==> src/rtl/tempsens_meas_seq.sv <==
// Multi-channel delay-line sensor sequencer: precharge, time each channel, average, subtract offset.
// One result per channel after 2^AVG_LOG2 samples; no backpressure, result_valid_o is a one-cycle strobe.
module tempsens_meas_seq #(
    parameter int N_CH     = 2,
    parameter int CNT_W    = 12,
    parameter int AVG_LOG2 = 2,
    parameter int CAL_W    = 8,
    parameter int PRECHG   = 4,
    localparam int CH_W    = (N_CH > 1) ? $clog2(N_CH) : 1
) (
    input  logic             clk,
    input  logic             rst_n,
    input  logic             start_i,
    input  logic             cont_i,
    output logic [N_CH-1:0]  sens_en_o,
    input  logic [N_CH-1:0]  sens_done_i,
    input  logic             cal_clk_i,
    input  logic             cal_dat_i,
    input  logic             cal_ena_i,
    output logic [CNT_W-1:0] result_o,
    output logic [CH_W-1:0]  result_ch_o,
    output logic             result_valid_o,
    output logic             busy_o,
    output logic             timeout_o
);
    localparam int ACC_W = CNT_W + AVG_LOG2;
    localparam int SMP_W = (AVG_LOG2 > 0) ? AVG_LOG2 : 1;
    localparam int PC_W  = $clog2(PRECHG + 1);
    localparam int SR_W  = N_CH * CAL_W;
    localparam logic [CNT_W-1:0] CNT_MAX  = '1;
    localparam logic [SMP_W-1:0] SMP_LAST = SMP_W'((1 << AVG_LOG2) - 1);
    localparam logic [PC_W-1:0]  PC_LAST  = PC_W'(PRECHG - 1);
    localparam logic [CH_W-1:0]  CH_LAST  = CH_W'(N_CH - 1);

    typedef enum logic [2:0] {S_IDLE, S_PRECHG, S_MEAS, S_ACC, S_OUT} state_t;

    state_t            state_q, state_d;
    logic [CH_W-1:0]   ch_q, ch_d;
    logic [SMP_W-1:0]  sample_q, sample_d;
    logic [ACC_W-1:0]  acc_q, acc_d;
    logic [CNT_W-1:0]  cnt_q, cnt_d;
    logic [PC_W-1:0]   pc_q, pc_d;
    logic [CNT_W-1:0]  res_q, res_d;
    logic [CH_W-1:0]   res_ch_q, res_ch_d;
    logic              tmo_q, tmo_d;
    logic [N_CH-1:0]   done_s1_q, done_s2_q;
    logic [2:0]        calclk_q, calena_q;
    logic [1:0]        caldat_q;
    logic [SR_W-1:0]   shreg_q, shreg_d, offs_q, offs_d;

    logic              done_cur;
    logic [ACC_W-1:0]  acc_sum;
    logic [CNT_W-1:0]  avg, off_ext, res_calc;

    // Calibration edges are taken from the synchronised copies; data is sampled with the same lag.
    always_comb begin
        shreg_d = shreg_q;
        offs_d  = offs_q;
        if (calclk_q[1] && !calclk_q[2] && calena_q[1])
            shreg_d = SR_W'({shreg_q, caldat_q[1]});
        if (calena_q[2] && !calena_q[1])
            offs_d = shreg_q;
    end

    assign done_cur = done_s2_q[ch_q];
    assign acc_sum  = acc_q + ACC_W'(cnt_q);
    assign avg      = CNT_W'(acc_sum >> AVG_LOG2);
    assign off_ext  = CNT_W'(offs_q[int'(ch_q)*CAL_W +: CAL_W]);
    assign res_calc = (avg > off_ext) ? (avg - off_ext) : '0;

    always_comb begin
        state_d  = state_q;
        ch_d     = ch_q;
        sample_d = sample_q;
        acc_d    = acc_q;
        cnt_d    = cnt_q;
        pc_d     = pc_q;
        res_d    = res_q;
        res_ch_d = res_ch_q;
        tmo_d    = tmo_q;
        case (state_q)
            S_IDLE: begin
                if (start_i || cont_i) begin
                    state_d  = S_PRECHG;
                    ch_d     = '0;
                    sample_d = '0;
                    acc_d    = '0;
                    pc_d     = '0;
                    cnt_d    = '0;
                    if (start_i) tmo_d = 1'b0;
                end
            end
            S_PRECHG: begin
                cnt_d = '0;
                if (pc_q == PC_LAST) begin
                    state_d = S_MEAS;
                    cnt_d   = CNT_W'(1);
                end else begin
                    pc_d = pc_q + 1'b1;
                end
            end
            S_MEAS: begin
                if (done_cur || cnt_q == CNT_MAX) begin
                    state_d = S_ACC;
                    if (cnt_q == CNT_MAX) tmo_d = 1'b1;
                end else begin
                    cnt_d = cnt_q + 1'b1;
                end
            end
            S_ACC: begin
                acc_d = acc_sum;
                if (sample_q == SMP_LAST) begin
                    state_d  = S_OUT;
                    res_d    = res_calc;
                    res_ch_d = ch_q;
                end else begin
                    state_d  = S_PRECHG;
                    sample_d = sample_q + 1'b1;
                    pc_d     = '0;
                end
            end
            S_OUT: begin
                sample_d = '0;
                acc_d    = '0;
                pc_d     = '0;
                if (ch_q != CH_LAST) begin
                    state_d = S_PRECHG;
                    ch_d    = ch_q + 1'b1;
                end else if (cont_i) begin
                    state_d = S_PRECHG;
                    ch_d    = '0;
                end else begin
                    state_d = S_IDLE;
                end
            end
            default: state_d = S_IDLE;
        endcase
    end

    always_ff @(posedge clk or negedge rst_n) begin
        if (!rst_n) begin
            state_q   <= S_IDLE;
            ch_q      <= '0;
            sample_q  <= '0;
            acc_q     <= '0;
            cnt_q     <= '0;
            pc_q      <= '0;
            res_q     <= '0;
            res_ch_q  <= '0;
            tmo_q     <= 1'b0;
            done_s1_q <= '0;
            done_s2_q <= '0;
            calclk_q  <= '0;
            calena_q  <= '0;
            caldat_q  <= '0;
            shreg_q   <= '0;
            offs_q    <= '0;
        end else begin
            state_q   <= state_d;
            ch_q      <= ch_d;
            sample_q  <= sample_d;
            acc_q     <= acc_d;
            cnt_q     <= cnt_d;
            pc_q      <= pc_d;
            res_q     <= res_d;
            res_ch_q  <= res_ch_d;
            tmo_q     <= tmo_d;
            done_s1_q <= sens_done_i;
            done_s2_q <= done_s1_q;
            calclk_q  <= {calclk_q[1:0], cal_clk_i};
            calena_q  <= {calena_q[1:0], cal_ena_i};
            caldat_q  <= {caldat_q[0], cal_dat_i};
            shreg_q   <= shreg_d;
            offs_q    <= offs_d;
        end
    end

    always_comb begin
        sens_en_o = '0;
        if (state_q == S_MEAS) sens_en_o[ch_q] = 1'b1;
    end

    assign result_o       = res_q;
    assign result_ch_o    = res_ch_q;
    assign result_valid_o = (state_q == S_OUT);
    assign busy_o         = (state_q != S_IDLE);
    assign timeout_o      = tmo_q;
endmodule

==> config.mk <==
export PLATFORM = sky130hd
export DESIGN_NAME = tempsens_meas_seq
export DESIGN_NICKNAME = d
export VERILOG_FILES = /design/src/rtl/tempsens_meas_seq.sv
export SDC_FILE = /design/constraint.sdc
export NUM_CORES = 1
export LEC_CHECK = 0
export ABC_AREA = 1
export CORE_ASPECT_RATIO = 1.4
export CORE_UTILIZATION = 59
export DETAILED_ROUTE_END_ITERATION = 8
export PLACE_DENSITY = 0.85
export SYNTH_ARGS = -nofsm -noshare
export SYNTH_HDL_FRONTEND = slang
export SYNTH_SLANG_ARGS = --single-unit
==> constraint.sdc <==
create_clock -name clk -period 5.3 [get_ports clk]
set_input_delay 1.06 -clock clk [delete_from_list [all_inputs] [get_ports clk]]
set_output_delay 1.06 -clock clk [all_outputs]
set_load 0.1 [all_outputs]
==> results.yml, run 1 <==
status:
  status: "finished, final reports clean"
synthesis:
  yosysTopAreaCell: "dfrtp_1"
  synth.area.top_cells: "dfrtp_1, nand2_1, inv_1"
  syn_avg_cell_area_um2: 8.53
  synth.distinct_cells: 48
  synth_flop_cell: "dfrtp_1"
  ys_ff_latch: 93
  syn_area_um2: 5230
  syn_inst: 613
  synth_edf_count: 0
  synth_warnings: 0
  synth-async-reset-ratio_pct: 100
  ys_seq_area_share_pct: 44.5
  yosysTopAreaCellShare_pct: 44.5
  syn_nets: 647
grt:
  grt.total_usage_pct: 28.0
  antenna_found_initial: 0
  grt_pass1_wl_mm: 19.4
  grt_pass1_vias: 4147
  grt_max_degree: 53
  grt_overflow: 0
die:
  fp.dieH_um: 113
  rows: 40
  initial_core_util_pct: 60.7
  dieArea_um2: 9250
  die_width_um: 81.6
  ios: 27
  placeableCoreArea_um2: 8610
clocking:
  path_clk_slew_ns: 0.06
  htree_levels: 3
  hold_buffers: 0
  cts_root_buf: "clkbuf_16"
  cts.repair.resized: 0
  clock_path_buffers: 2
  cts.sinks: 93
  clk_latency_ns: 0.34
  cts_tree: "built"
  cts_buffers: 9
  cts_setup_buffers: 0
route:
  drc: 0
  via_count: 4150
  drt_wl_total_mm: 11.4
  vias_per_cell: 5.53
  drtIter0Drc: 308
  dr.pass1.iters: 5
  final_antenna_net_count: 0
  wl_per_cell_um: 15.2
layout:
  multi_input_area_um2: 2500
  fillCellCount: 666
  syn_to_final_growth_pct: 12.0
  final_cells: 751
  drive_above_1_share_pct: 11.3
  seq_area_um2: 2330
  nets: 675
  final_area_um2: 5860
  antenna_cells: 0
place:
  dp.cells: 735
  dp_hpwl_mm: 8.34
  gp_congestion: 0.985
  io_buffer_count: 26
  place_area_um2: 5580
worst_hold_path:
  hold_class: "flop to flop"
  holdPathStages: 0
  hp-start: "done_s1_q[0]$_DFF_PN0_"
  min_to: "done_s2_q[0]$_DFF_PN0_"
setup_path:
  cp_max_fo: 10
  crit_path_end_kind: "output pin"
  worstSetupStartpointType: "flop"
  timing.reg2reg.setup_slack_ns: 1.83
  reg2reg_from: "cnt_q[0]$_DFFE_PN0P_"
  crit_required_ns: 4.24
  cp.arrival_ns: 2.86
  timing.rr.end: "result_o[3]$_DFFE_PN0P_"
  path_class: "flop to output pin"
  r2r_cells: 19
sta:
  setup_viol: 0
  worstMarginPinSlew_ns: 0.991
  skew_ns: 0.00604
  rsz0062_at_grt: "false"
  maxSlewHeadroom_pct: 33.8
  fmax_mhz: 255
  setup_tns_ns: 0
  finalHoldViolations: 0
  worst_hold_slack_ns: 0.355
  period_minus_slack_ns: 3.92
  finalMaxSlewViolations: 0
  fin_crit_sh_pct: 73.9
power:
  power_mw: 2.51
  powerDensity_nw_per_um2: 429
  leakage_nw: 2.89
  vdd_drop_max_mv: 0.257
flow_run:
  drv_cap: 0
[worst max-delay path: stages, from the launching register on]
cell	delay, ns
dfrtp_1	0.40
inv_1	0.15
nor3_4	0.30
clkinv_1	0.34
nor2_1	0.18
clkdlybuf4s50_1	1.15
[cell usage after synthesis, types with 3 or more instances]
| cell type | count |
|---|---|
| o31ai_1 | 5 |
| nand2_1 | 156 |
| nor2_8 | 3 |
| a21oi_1 | 11 |
| inv_2 | 6 |
| o211ai_1 | 3 |
| nand3_1 | 23 |
| nand2_2 | 11 |
| nand3_2 | 7 |
| mux2i_1 | 6 |
| xnor2_1 | 5 |
| xor2_1 | 16 |
| o22ai_1 | 5 |
| nor2_1 | 35 |
| dfrtp_1 | 93 |
| o21ai_2 | 10 |
| nor3_1 | 3 |
| nand4_1 | 9 |
| clkbuf_1 | 6 |
| ha_1 | 23 |
| inv_1 | 82 |
| nand3b_1 | 3 |
| o21ai_0 | 50 |
| nand2_4 | 4 |
| a22o_1 | 7 |
[worst max path at each step]
stage,startpoint,to,slack (ns)
after floorplan,state_q[1]$_DFFE_PN0P_,sens_en_o[0],1.94
after global placement,state_q[1]$_DFFE_PN0P_,sens_en_o[1],1.86
after detailed placement,state_q[1]$_DFFE_PN0P_,sens_en_o[1],1.76
after CTS,state_q[1]$_DFFE_PN0P_,sens_en_o[1],1.39
after global routing,state_q[1]$_DFFE_PN0P_,sens_en_o[1],1.25
final,state_q[1]$_DFFE_PN0P_,sens_en_o[1],1.38
[cell type report]
type / instances / share of cell area (%)
clock buffer: 11 / 4.15
clock inverter: 5 / 0.598
inverter: 92 / 6.00
multi-input combinational: 418 / 42.7
sequential: 93 / 39.7
tap: 105 / 2.24
timing repair buffer: 27 / 4.53
[state kept, by name, indices dropped and copies added, names as in the netlist]
signal,cells
acc_q,14
calclk_q,3
caldat_q,2
calena_q,3
ch_q,1
cnt_q,12
done_s1_q,2
done_s2_q,2
offs_q,16
pc_q,3
result_ch_o,1
result_o,12
sample_q,2
shreg_q,16
state_q,3
timeout_o,1
[stage by stage]
step           util [%]  setup slack, ns
2_1_floorplan         -             1.94
3_3_place_gp       64.8             1.86
3_5_place_dp       64.8             1.76
4_1_cts            68.0             1.39
5_1_grt            68.0             1.25
6_report           68.0             1.38
[where the power goes]
group / total [mW] / switching (mW) / internal [mW]
logic: 1.02 / 0.739 / 0.277
registers: 0.888 / 0.0748 / 0.814
clock network: 0.606 / 0.275 / 0.332
[kinds of logic (layout without fill, tap and decap cells)]
group           Yosys count  after routing  share of synthesized area [%]
flops                    93             93                           44.5
compound gates          100            100                           12.2
mux                       7              7                           1.36
xor+xnor                 21             21                           3.52
buf+inv                 102            135                           7.63
simple gates            265            265                           24.5
fa+ha+maj                25             25                           6.27
[metal layers]
metal  global-route usage, %  part of all wire (%)  vias up
li1                        -                     -     2049
met2                    48.5                    52      104
met1                    32.6                    40     1961
met3                    5.84                   3.8       36
met4                    12.6                   4.0        0
met5                       0                     0        -
[cells in the final DEF, fill, tap and decap left out, types with 3 or more instances in the layout]
cell type	n
a21oi_1	11
a22o_1	7
clkbuf_16	9
clkdlybuf4s50_1	25
clkinv_2	3
dfrtp_1	93
ha_1	23
inv_1	82
inv_2	6
mux2i_1	6
nand2_1	156
nand2_2	11
nand2_4	4
nand3_1	23
nand3_2	7
nand3b_1	3
nand4_1	9
nor2_1	35
nor2_8	3
nor3_1	3
o211ai_1	3
o21ai_0	50
o21ai_2	10
o22ai_1	5
o31ai_1	5
xnor2_1	5
xor2_1	16
Note: power is estimated with default switching activity, not from simulation.
==> run 2: changes to the inputs <==
CORE_UTILIZATION = 55   (was 59)
PLACE_DENSITY = 0.83   (was 0.85)
clock period = 3.3 ns   (was 5.3 ns; I/O delays follow)
==> results.yml, run 2 (synthesis results as in run 1) <==
status:
  status: "finished with violations"
  violations: "design-rule violations"
sta:
  worstMarginPinSlew_ns: 1.01
  maxSlewHeadroom_pct: 32.4
  setup_tns_ns: 0
  fin_crit_sh_pct: 93.6
  setup_viol: 0
  finalHoldViolations: 0
  fmax_mhz: 324
  period_minus_slack_ns: 3.09
  finalMaxSlewViolations: 0
  skew_ns: 0.00612
grt:
  grt_overflow: 0
  antenna_found_initial: 0
  grt_pass1_vias: 4186
  grt_max_degree: 50
  grt_pass1_wl_mm: 19.6
  grt.total_usage_pct: 25.1
setup_path:
  worstSetupStartpointType: "flop"
  cp_num_buf_inv: 2
  cp_max_fo: 6
  crit_path_end_kind: "flop"
  path_cells: "ha_4, inv_1, fa_2, inv_1, nand3_1, nand2_2, xor2_1, ha_2, nand2_1, o211ai_1, nand3_1, o211ai_1, nand3_1, nand3b_1, nand2_1, o21ai_2"
  cp.arrival_ns: 3.36
  timing.rr.end: "result_o[9]$_DFFE_PN0P_"
  r2r_cells: 16
  cpPeakStageDelay_ns: 0.39
  path_class: "flop to flop"
  timing.reg2reg.setup_slack_ns: 0.21
  critPathSlowestCell: "dfrtp_1"
  crit_required_ns: 3.57
  crit_top_cell: "nand3_1"
  reg2reg_from: "cnt_q[0]$_DFFE_PN0P_"
  path_delay_family: "adder cells"
layout:
  mostFrequentLayoutCell: "nand2_1"
  reg_top3: "offs_q (16), shreg_q (16), acc_q (14)"
  final_area_um2: 5930
  final_cell_mix: "nand2_1, dfrtp_1, inv_1"
  antenna_cells: 0
  syn_to_final_growth_pct: 13.4
  nets: 681
  drive_above_1_share_pct: 16.9
  final_cells: 759
clocking:
  clock_path_buffers: 2
  cts.sinks: 93
  path_clk_slew_ns: 0.07
  cts_buffers: 9
  htree_levels: 3
  cts_tree: "built"
  cts_root_buf: "clkbuf_16"
  clk_latency_ns: 0.34
die:
  rows: 41
  placeableCoreArea_um2: 9130
  initial_core_util_pct: 57.3
  dieArea_um2: 9910
  ios: 27
  die_width_um: 84.4
  fp.dieH_um: 117
power:
  powerDensity_nw_per_um2: 685
  vdd_drop_max_mv: 0.466
  leakage_nw: 2.94
place:
  dp.cells: 740
  gp_congestion: 0.920
  place_area_um2: 5560
  io_buffer_count: 26
  dp_hpwl_mm: 8.59
route:
  dr.pass1.iters: 7
  final_antenna_net_count: 0
  drt_wl_total_mm: 11.7
  vias_per_cell: 5.54
  drc: 2
  drtIter0Drc: 339
  via_count: 4204
  wl_per_cell_um: 15.4
worst_hold_path:
  hold_class: "input port to async pin"
flow_run:
  drv_cap: 0
run 2: changes by cell type in the layout (fill, tap and decap cells not counted), sizes merged:
cell           before  now
buf                 2   26
clkinvlp            1    2
clkbuf             11   12
clkinv              5    3
clkdlybuf4s50      25    7
run 2: repair_timing:
item                                    4_1_cts  5_1_grt
resized for setup                             0       17
hold buffers                                  0        0
endpoints found under the setup margin        0       12
buffers inserted                              0        3
run 2: worst reg2reg max path, stage by stage, from the launching register on:
cell and delay [ns]:
dfrtp_1 0.39, ha_4 0.16, inv_1 0.05, fa_2 0.36, inv_1 0.09, nand3_1 0.08, nand2_2 0.11, xor2_1 0.24
ha_2 0.28, nand2_1 0.06, o211ai_1 0.31, nand3_1 0.14, o211ai_1 0.19, nand3_1 0.19, nand3b_1 0.13, nand2_1 0.09
o21ai_2 0.15
run 2: final cells by class:
cell class | instances | area [um2]
clock buffers | 12 | 246
well taps | 107 | 134
multi-input cells | 418 | 2570
inverters | 92 | 352
repair buffers | 33 | 265
flip-flops and latches | 93 | 2330
clock inverters | 4 | 32.5
fillers | 764 | 3200
run 2: worst max path at each step:
stage                     cells after the start                  endpoint                    from  slack [ns]
after CTS                                    20  result_o[11]$_DFFE_PN0P_    acc_q[0]$_DFFE_PN0P_        0.09
after floorplan                               4              sens_en_o[0]  state_q[1]$_DFFE_PN0P_        0.34
after detailed placement                     20  result_o[11]$_DFFE_PN0P_    acc_q[0]$_DFFE_PN0P_        0.11
final                                        16   result_o[9]$_DFFE_PN0P_    cnt_q[0]$_DFFE_PN0P_        0.21
after global placement                       20  result_o[11]$_DFFE_PN0P_    acc_q[0]$_DFFE_PN0P_        0.26
after global routing                         20  result_o[11]$_DFFE_PN0P_    cnt_q[5]$_DFFE_PN0P_       -0.05
run 2: report_power, final:
part | internal, mW | total [mW] | switching, mW
combinational | 0.454 | 1.67 | 1.22
sequential | 1.31 | 1.42 | 0.113
clock | 0.536 | 0.971 | 0.435
run 2: routing by layer:
metal  GRT usage [%]  part of all wire (%)  wire length (um)  up-vias
li1                -                     -                 -     2058
met1            29.7                    41              4850     2022
met2            45.1                    52              6130       90
met3            2.18                   2.4               277       34
met4            12.7                   3.8               445        0
met5               0                     0                 0        -
run 2: stage by stage:
stage               hold WS, ns  utilization, %  power, mW  worst slack, ns
floorplan                 0.331               -       2.68            0.345
global placement          0.334            60.9       2.99            0.263
global route              0.365            64.9       4.27          -0.0533
CTS                       0.352            63.9       4.03           0.0923
finish                    0.339            64.9       4.06            0.212
detailed placement        0.336            60.9       3.05            0.111
==> run 3: changes to the inputs <==
CORE_UTILIZATION = 50   (was 55)
PLACE_DENSITY = 0.77   (was 0.83)
==> results.yml, run 3 (synthesis results as in run 1) <==
status:
  status: "finished, final reports clean"
power:
  vdd_drop_max_mv: 0.381
  pwr-share-seq_pct: 34.8
  power_mw: 4.05
  powerDensity_nw_per_um2: 680
  leakage_nw: 2.97
  clkPwrFrac_pct: 24.3
  netSwitchingFraction_pct: 42.9
  combPwrFrac_pct: 40.9
  p_switching_mw: 1.74
  internal_power_mw: 2.31
sta:
  maxSlewHeadroom_pct: 31.6
  period_minus_slack_ns: 3.08
  finalHoldViolations: 0
  setup_slack_ns: 0.222
  fin_crit_sh_pct: 93.3
  fmax_mhz: 325
  setup_viol: 0
  skew_ns: 0.0150
  worstMarginPinSlew_ns: 1.02
  finalMaxSlewViolations: 0
clocking:
  clock_path_buffers: 2
  cts.sinks: 93
  cts_root_buf: "clkbuf_16"
  path_clk_slew_ns: 0.07
  cts_buffers: 9
  hold_buffers: 0
  clk_latency_ns: 0.34
  cts_tree: "built"
  htree_levels: 3
setup_path:
  crit_required_ns: 3.59
  crit_path_end_kind: "flop"
  worstSetupStartpointType: "flop"
  cp.arrival_ns: 3.36
  reg2reg_from: "cnt_q[6]$_DFFE_PN0P_"
  timing.reg2reg.setup_slack_ns: 0.22
  path_class: "flop to flop"
  cp_max_fo: 6
  crit_top_cell: "nand2_1"
  timing.rr.end: "result_o[11]$_DFFE_PN0P_"
  path_cells: "ha_1, nand2_2, nor2_1, a21oi_2, xnor2_2, ha_2, inv_1, nor3_2, nand2_1, nand3_1, nand2_1, nand2_1, nand3_2, nand3_1, nor2_1, nor2_1, nand2_1, nand2_1"
  r2r_cells: 18
  cpPeakStageDelay_ns: 0.46
  critPathSlowestCell: "dfrtp_1"
layout:
  antenna_cells: 0
  final_cell_mix: "nand2_1, dfrtp_1, inv_1"
  multi_input_area_um2: 2530
  seq_area_um2: 2330
  drive_above_1_share_pct: 16.5
  reg_top3: "offs_q (16), shreg_q (16), acc_q (14)"
  nets: 684
  final_area_um2: 5950
  fillCellCount: 885
  syn_to_final_growth_pct: 13.9
  mostFrequentLayoutCell: "nand2_1"
  final_util_pct: 59.2
place:
  dp_hpwl_mm: 8.25
  dp_slack_ns: 0.0642
  io_buffer_count: 26
  gp_congestion: 0.934
  place_area_um2: 5600
worst_hold_path:
  min_to: "done_s2_q[0]$_DFF_PN0_"
  hold_class: "flop to flop"
  holdPathStages: 0
  hp-start: "done_s1_q[0]$_DFF_PN0_"
grt:
  grt_pass1_wl_mm: 18.6
  grt_max_degree: 61
  grt_overflow: 0
  grt_pass1_vias: 4069
  antenna_found_initial: 0
  grt.total_usage_pct: 22.7
route:
  routed.top_layer: "met4"
  drc: 0
  wl_per_cell_um: 14.3
  drt-met1-wl_mm: 4.60
  via_count: 4230
  final_antenna_net_count: 0
  route.met3.wl_um: 332
  drtIter0Drc: 336
  met2_length_mm: 6.00
  dr.pass1.iters: 5
  drt_wl_total_mm: 11.3
  vias_per_cell: 5.36
die:
  die_width_um: 88.4
  ios: 27
  dieArea_um2: 10900
  fp.dieH_um: 123
  placeableCoreArea_um2: 10100
  initial_core_util_pct: 52.0
  rows: 43
flow_run:
  drv_cap: 0
## run 3: what timing repair did
action,4_1_cts,5_1_grt
gates resized for setup,0,10
setup endpoints to repair,0,12
setup buffers,0,5
## run 3: routing by layer
layer / GRT usage (%) / vias to the layer above
met5: 0 / -
met4: 10.8 / 0
met3: 4.47 / 21
met2: 39.3 / 81
met1: 26.5 / 2069
li1: - / 2059
## run 3: worst max-delay path, delay by kind of cell (launching register included)
kind | cells | cell delay (ns)
AOI/OAI and AO/OA | 1 | 0.10
xor gates and xnor gates | 1 | 0.17
adders and majority gates | 2 | 0.80
buffers and inverters | 1 | 0.06
DFF | 1 | 0.46
and+or+nand+nor | 13 | 1.42
## run 3: worst max path at each step
stage	to	from	cells past startpoint	slack [ns]
after floorplan	sens_en_o[0]	state_q[1]$_DFFE_PN0P_	4	0.34
after global placement	result_o[11]$_DFFE_PN0P_	acc_q[0]$_DFFE_PN0P_	20	0.26
after detailed placement	result_o[11]$_DFFE_PN0P_	acc_q[0]$_DFFE_PN0P_	20	0.06
after CTS	result_o[11]$_DFFE_PN0P_	acc_q[0]$_DFFE_PN0P_	20	0.02
after global routing	result_o[11]$_DFFE_PN0P_	cnt_q[0]$_DFFE_PN0P_	21	-0.009
final	result_o[11]$_DFFE_PN0P_	cnt_q[6]$_DFFE_PN0P_	18	0.22
## run 3: layout make-up
| class | instances | area share [%] |
|---|---|---|
| inverters | 92 | 5.91 |
| well taps | 135 | 2.84 |
| multi-input cells | 418 | 42.5 |
| repair buffers | 36 | 4.83 |
| clock buffers | 11 | 4.25 |
| clock inverters | 4 | 0.567 |
| flip-flops and latches | 93 | 39.1 |
## run 3: per-stage QoR
step	std cells	hold WS (ns)	setup TNS (ns)
2_1_floorplan	613	0.331	0
3_3_place_gp	769	0.331	0
3_5_place_dp	769	0.336	0
4_1_cts	784	0.350	0
5_1_grt	789	0.359	-0.0115
6_report	789	0.346	0
## run 3: power by group through the flow
| stage | registers [mW] | logic (mW) | clock network, mW |
|---|---|---|---|
| 5_1_grt | 1.42 | 1.80 | 1.05 |
| 3_5_place_dp | 1.43 | 1.61 | 0 |
| 2_1_floorplan | 1.75 | 0.932 | 0 |
| 6_report | 1.41 | 1.65 | 0.985 |
| 4_1_cts | 1.41 | 1.63 | 1.01 |
| 3_3_place_gp | 1.42 | 1.58 | 0 |
